<file path="config.mk">
export PLATFORM = sky130hd
export DESIGN_NAME = multiplicador_acumulador
export DESIGN_NICKNAME = d
export VERILOG_FILES = /design/src/rtl/multiplicador_acumulador.sv
export SDC_FILE = /design/constraint.sdc
export NUM_CORES = 1
export LEC_CHECK = 0
export ABC_AREA = 1
export BUFFER_PORTS_ARGS = -buffer_cell sky130_fd_sc_hd__buf_2
export CORE_MARGIN = 2
export CORE_UTILIZATION = 51
export DETAILED_ROUTE_END_ITERATION = 7
export HOLD_SLACK_MARGIN = 0.05
export MAX_ROUTING_LAYER = met4
export PLACE_DENSITY_LB_ADDON = 0.05
export SLEW_MARGIN = 10
export SYNTH_ARGS = -nofsm -noshare
export SYNTH_HDL_FRONTEND = slang
export SYNTH_SLANG_ARGS = --single-unit
</file>
<file path="constraint.sdc">
create_clock -name clk -period 4.18 [get_ports clk]
set_input_delay 1.045 -clock clk [delete_from_list [all_inputs] [get_ports clk]]
set_output_delay 1.045 -clock clk [all_outputs]
set_load 0.005 [all_outputs]
</file>
<file path="src/rtl/multiplicador_acumulador.sv">
// ============================================================================
//  Module      : multiplicador_acumulador
//  Description : Radix-2 shift-add multiply-accumulate, produto = a*b + parcela,
//                with start/ready/done_tick handshake. Optional macro
//                EARLY_EXIT_EN ends OP once the remaining multiplier is zero.
//  Revision    : 1.0 - initial release
// ============================================================================
`default_nettype none

module multiplicador_acumulador #(
    parameter int W = 16
) (
    input  logic             clk,
    input  logic             rst,
    input  logic             start,
    input  logic [W-1:0]     fator_a,
    input  logic [W-1:0]     fator_b,
    input  logic [W-1:0]     parcela,
    output logic             ready,
    output logic             done_tick,
    output logic [2*W-1:0]   produto
);

    localparam int            CW         = $clog2(W + 1);
    localparam logic [CW-1:0] C_CNT_LOAD = CW'(W);
    localparam logic [CW-1:0] C_CNT_ONE  = CW'(1);

    localparam logic [1:0] S_IDLE = 2'd0;
    localparam logic [1:0] S_OP   = 2'd1;
    localparam logic [1:0] S_DONE = 2'd2;

    logic [1:0]     state_q,   state_d;
    logic [2*W-1:0] acc_q,     acc_d;
    logic [2*W-1:0] mcand_q,   mcand_d;
    logic [W-1:0]   mplier_q,  mplier_d;
    logic [CW-1:0]  cnt_q,     cnt_d;
    logic [2*W-1:0] produto_q, produto_d;

    logic [2*W-1:0] acc_step;
    logic [W-1:0]   mplier_shift;
    logic           last_step;

    // One shift-add iteration; max result 2^(2W)-2^W never needs a carry-out.
    always_comb begin
        acc_step     = mplier_q[0] ? (acc_q + mcand_q) : acc_q;
        mplier_shift = mplier_q >> 1;
`ifdef EARLY_EXIT_EN
        last_step    = (cnt_q == C_CNT_ONE) || (mplier_shift == '0);
`else
        last_step    = (cnt_q == C_CNT_ONE);
`endif
    end

    always_ff @(posedge clk or negedge rst) begin
        if (!rst) begin
            state_q   <= S_IDLE;
            acc_q     <= '0;
            mcand_q   <= '0;
            mplier_q  <= '0;
            cnt_q     <= '0;
            produto_q <= '0;
        end else begin
            state_q   <= state_d;
            acc_q     <= acc_d;
            mcand_q   <= mcand_d;
            mplier_q  <= mplier_d;
            cnt_q     <= cnt_d;
            produto_q <= produto_d;
        end
    end

    always_comb begin
        state_d = state_q;
        case (state_q)
            S_IDLE:  if (start) state_d = S_OP;
            S_OP:    if (last_step) state_d = S_DONE;
            S_DONE:  state_d = S_IDLE;
            default: state_d = S_IDLE;
        endcase
    end

    always_comb begin
        acc_d     = acc_q;
        mcand_d   = mcand_q;
        mplier_d  = mplier_q;
        cnt_d     = cnt_q;
        produto_d = produto_q;
        case (state_q)
            S_IDLE: begin
                if (start) begin
                    acc_d    = {{W{1'b0}}, parcela};
                    mcand_d  = {{W{1'b0}}, fator_a};
                    mplier_d = fator_b;
                    cnt_d    = C_CNT_LOAD;
                end
            end
            S_OP: begin
                acc_d    = acc_step;
                mcand_d  = mcand_q << 1;
                mplier_d = mplier_shift;
                cnt_d    = cnt_q - C_CNT_ONE;
                if (last_step) produto_d = acc_step;
            end
            default: ;
        endcase
    end

    always_comb begin
        ready     = (state_q == S_IDLE);
        done_tick = (state_q == S_DONE);
        produto   = produto_q;
    end

endmodule

`default_nettype wire
</file>
After elaboration in Yosys (flattened, before gate mapping)
Cells that the tools add are included.

storage, ports and cells
  register bits after elaboration = 119
  word-level logic and storage cells = 30

operators by class
  reductions and logical operators = 5
  $add $sub $neg = 2
  muxes and demuxes = 12
  equal/unequal tests = 5

operator list
  operator               count
  $pmux W32 S2           2
  $mux W32               3
  $add A32 B32 Y32       1
  $pmux W16 S2           1
  $mux W16               1
  $pmux W5 S2            1
  $reduce_and A2 Y1      3
  $eq A5 B1 Y1 const B   1
  $mux W5                1
  $sub A5 B1 Y5 const B  1
  $mux W2                2
  $ne A2 B2 Y1 const B   2
  $pmux W2 S2            1
  $eq A2 B1 Y1 const B   1
  $eq A2 B2 Y1 const B   1
  $logic_not A2 Y1       1
  $reduce_bool A2 Y1     1

Logic depth before layout (Yosys ltp)
  depth after elaboration = 3
  mapped depth = 14
  depth with buffers taken out = 14

Worst setup path after synthesis
Ideal clock, no wire load.

  path type = register to register
  from = reg acc_q[0]
  to = reg acc_q[12]
  stages on the path, launching flop included = 12
  arrival = 1,864 ps
  path buffers = 0
  path slack = 2,199 ps
  cell sequence = dfrtp_1 -> ha_1 -> fa_1 -> nand3_1 -> nand3_1 -> nand3_1 -> nand3_1 -> or2_1 -> nand3_1 -> nand3_1 -> nand2_1 -> nand2_1

on the way
  word-level cells in the longest chain between the ends = 3

ends and longest elaborated chain
  item                    RTL line  text
  from (decl)             33        logic [2*W-1:0] acc_q, acc_d;
  from (signal assigned)  57        acc_q <= '0;
  from (signal assigned)  64        acc_q <= acc_d;
  $add A32 B32 Y32        45        acc_step = mplier_q[0] ? (acc_q + mcand_q) : acc_q;
  $mux W32                45
  $pmux W32 S2            88        case (state_q)

No other way between the ends.
A chain may end at the register's enable or synchronous reset.

Final worst setup path
  from = reg state_q[0]
  to = reg cnt_q[4]

on the way
  word-level cells in the longest chain between the ends = 3
  elaborated cells on any way between the ends = 6
  those cells by class = eq/ne: 2; mux: 1; reduce/logical: 3

ends and longest elaborated chain
  item                                                          RTL line  text
  from (decl)                                                   32        logic [1:0] state_q, state_d;
  from (signal assigned)                                        63        state_q <= state_d;
  $eq A2 B1 Y1 or $logic_not A2 Y1 (tied branches)              88
  $reduce_bool A2 Y1 (no line) or $ne A2 B2 Y1 (tied branches)  n/a
  $reduce_and A2 Y1 (no line)                                   n/a
  to (signal assigned)                                          67        cnt_q <= cnt_d;
  to (decl)                                                     36        logic [CW-1:0] cnt_q, cnt_d;

Several ways; a longest one is shown, not always the timed one.

==> flow_metrics.py <==
metrics = {
    "outcome": {
        "status": "finished clean",
    },
    "pwr": {
        "ir_drop_mv": 0.5876,
        "p_leak_nw": 4.815,
        "total_power_w": 0.008644,
        "pwr_density_cell_nw_per_um2": 983.2,
    },
    "grt": {
        "antenna_found_initial": 0,
        "grt_util_met1_pct": 40.58,
        "grt.met3_usage_pct": 4.724,
        "grt_use_met2_pct": 40.67,
        "grtUsageTotal_pct": 27.75,
        "busiest_layer": "met2",
        "grt_pass1_wl_um": 33830,
        "grt_pass1_vias": 6655,
        "grt-ovfl-total": 0,
        "grt_max_degree": 64,
    },
    "synth": {
        "synth.yosys.seq_area_share_pct": 38.80,
        "synth_commonest_cells": "386 x nand2_1, 155 x inv_1, 119 x dfrtp_1",
        "synth_seq_cells": 119,
        "postSynthAreaPerCell_sq_um": 7.022,
        "synth_edf_count": 0,
        "synthTopCellsByArea": "dfrtp_1 39%, nand2_1 19%, inv_1 7.6%",
        "async_flop_share_pct": 100.0,
        "synth_top_area_share_pct": 38.80,
        "synthCells": 1093,
        "synth_ff_type": "dfrtp_1",
        "syn_area_sq_um": 7675,
        "synth.distinct_cells": 40,
        "synth_most_common_cell": "nand2_1",
        "synth_top_area_cell": "dfrtp_1",
        "synth_nets": 1178,
        "yosys_warnings": 0,
    },
    "sta": {
        "fin_tns_setup_ns": 0,
        "hold_viol_final": 0,
        "period_needed_ns": 2.575,
        "slew_viol_final": 0,
        "post-route-period-util_pct": 61.59,
        "grt_setup_unrepaired": "no",
        "holdWs_ns": 0.4713,
        "tightest_slew_ns": 0.7562,
        "fin_skew_ns": 0.01337,
        "slew_headroom_pct": 49.59,
        "fmax_mhz": 388.4,
        "setup_violations": 0,
    },
    "layout": {
        "nets": 1251,
        "diodes": 0,
        "final.fill_count": 1399,
        "fin_util_pct": 60.04,
        "layoutNonFillerInstCount": 1362,
        "area_growth_pct": 14.56,
        "drive_gt1_share_pct": 14.01,
    },
    "placement": {
        "place_congestion": 0.8928,
        "io_buffers": 84,
        "hpwlAfterDp_um": 14390,
        "dp_cells": 1331,
    },
    "worst_setup_path": {
        "crit_buf_inv": 3,
        "crit_start": "state_q[0]",
        "rr_endpoint": "cnt_q[4]",
        "required_ns": 4.49,
        "crit_top_cell": "inv_2",
        "crit_chain": "inv_2 > nor2_8 > buf_4 > nor2_4 > inv_2 > nand3_1 > a21oi_1 > o21ai_0",
        "critPathLaunchType": "flop",
        "r2r_slack_ns": 1.61,
        "r2r-start": "state_q[0]",
        "arrival_ns": 2.88,
        "critPathMaxStageDelay_ns": 0.60,
        "crit_fanout": 63,
        "reg2regPathDepth": 8,
        "cpMaxStageDelayCell": "buf_4",
        "end_kind": "flop",
        "crit_family": "buffers and inverters",
        "crit_type": "reg2reg",
    },
    "clocking": {
        "h-tree-depth": 4,
        "cts-root-buf": "clkbuf_16",
        "cts.sinks": 119,
        "clk_latency_ns": 0.43,
        "clkTransAtPathRegs_ns": 0.06,
        "cts_hold_buffers": 0,
        "post_cts_buffers": 0,
        "cts_resized": 0,
        "cts_tree": "yes",
        "numCtsBuffers": 17,
        "clockBufferDepth": 2,
    },
    "floorplan": {
        "ios": 85,
        "die_y_um": 126.7,
        "die_w_um": 126.7,
        "fp.dieArea_sq_um": 16050,
        "initial_core_util_pct": 52.41,
        "core_sq_um": 14640,
        "row_count": 44,
    },
    "min_path": {
        "hold_depth": 2,
        "worstHoldPathType": "reg2reg",
        "hold_start": "produto[19]",
        "whs_endpoint": "produto[19]",
    },
    "drt": {
        "first_pass_iters": 5,
        "routed_wl_um": 20430,
        "drt-initial-drc-count": 499,
        "viasPerCell": 5.145,
        "wire_per_inst_um": 15.00,
        "vias": 7007,
        "antenna_left": 0,
        "drc_errors": 0,
    },
    "flow_run": {
        "maxCapViolations": 0,
    },
}
registers in the layout, indices dropped and copies added, names as in the netlist:
signal and flops:
acc_q 32, mcand_q 32, produto 32, mplier_q 16
cnt_q 5, state_q 2
through the flow:
step / setup slack [ns] / instance area (sq um)
finish: 1.605 / 8792
global route: 1.412 / 8792
CTS: 1.604 / 8792
detailed placement: 1.594 / 8177
global placement: 1.654 / 8177
floorplan: 2.199 / 7675
cell type report:
class | instances | area, sq um | share of cell area (%)
multi-input cells | 777 | 3881 | 44.14
well taps | 184 | 230.2 | 2.618
clock buffers | 21 | 470.5 | 5.351
flip-flops and latches | 119 | 2978 | 33.87
inverters | 161 | 606.8 | 6.902
clock inverters | 10 | 145.1 | 1.651
repair buffers | 90 | 480.5 | 5.465
cells in the final DEF, fill, tap and decap left out, types with 2 or more instances in the layout:
| cell type | Yosys | layout |
|---|---|---|
| o21ai_0 | 27 | 27 |
| inv_2 | 4 | 4 |
| nor2_1 | 73 | 73 |
| clkbuf_16 | 0 | 17 |
| a21oi_1 | 44 | 44 |
| o22ai_1 | 19 | 19 |
| nor3_1 | 5 | 5 |
| clkinv_4 | 0 | 3 |
| o211ai_1 | 15 | 15 |
| nand2_1 | 386 | 386 |
| buf_2 | 15 | 83 |
| nor2_4 | 1 | 2 |
| bufinv_16 | 0 | 3 |
| clkbuf_8 | 0 | 3 |
| clkinvlp_4 | 0 | 2 |
| buf_4 | 12 | 6 |
| o21bai_1 | 2 | 2 |
| inv_1 | 155 | 155 |
| or2_1 | 2 | 2 |
| nand2_2 | 10 | 10 |
| nand4_1 | 4 | 4 |
| ha_1 | 33 | 33 |
| xnor2_1 | 10 | 10 |
| and2_1 | 2 | 2 |
| a22oi_1 | 8 | 8 |
| a31oi_1 | 5 | 5 |
| xor2_1 | 3 | 3 |
| o21ai_1 | 10 | 10 |
| nor2_8 | 2 | 2 |
| nand3_2 | 11 | 11 |
| nand3_1 | 82 | 82 |
| dfrtp_1 | 119 | 119 |
| a221oi_1 | 2 | 2 |
| or2_2 | 13 | 13 |
power by group:
group / total [W] / switching (W) / internal, W
Clock: 0.00153 / 0.000546 / 0.000984
Combinational: 0.00495 / 0.00318 / 0.00177
Sequential: 0.00216 / 0.000421 / 0.00174
Total: 0.00864 / 0.00415 / 0.00450
worst min-delay path, stage by stage (launching register included):
cell and delay, ns:
dfrtp_1 0.33, nand2_1 0.05, nand2_1 0.05
layer usage:
metal / share of wire (%) / vias up
met4: 0.83 / 0
met2: 43 / 173
met5: 0 / -
li1: - / 3608
met1: 51 / 3212
met3: 5.1 / 14
logic make-up after synthesis:
group	share of synthesized area [%]
flip-flops	38.80
adder cells (fa/ha/maj)	5.641
buffers and inverters	10.69
multiplexers	0.1304
AND/OR/NAND/NOR	33.13
AO/OA/AOI/OAI	10.12
XOR/XNOR	1.484
how the worst max path moves through the flow:
stage | to | cells after the start
4_1_cts | cnt_q[4] | 8
3_3_place_gp | cnt_q[4] | 8
3_5_place_dp | cnt_q[4] | 8
2_1_floorplan | acc_q[12] | 11
6_report | cnt_q[4] | 8
5_1_grt | cnt_q[4] | 8
(Power assumes the default switching activity.)
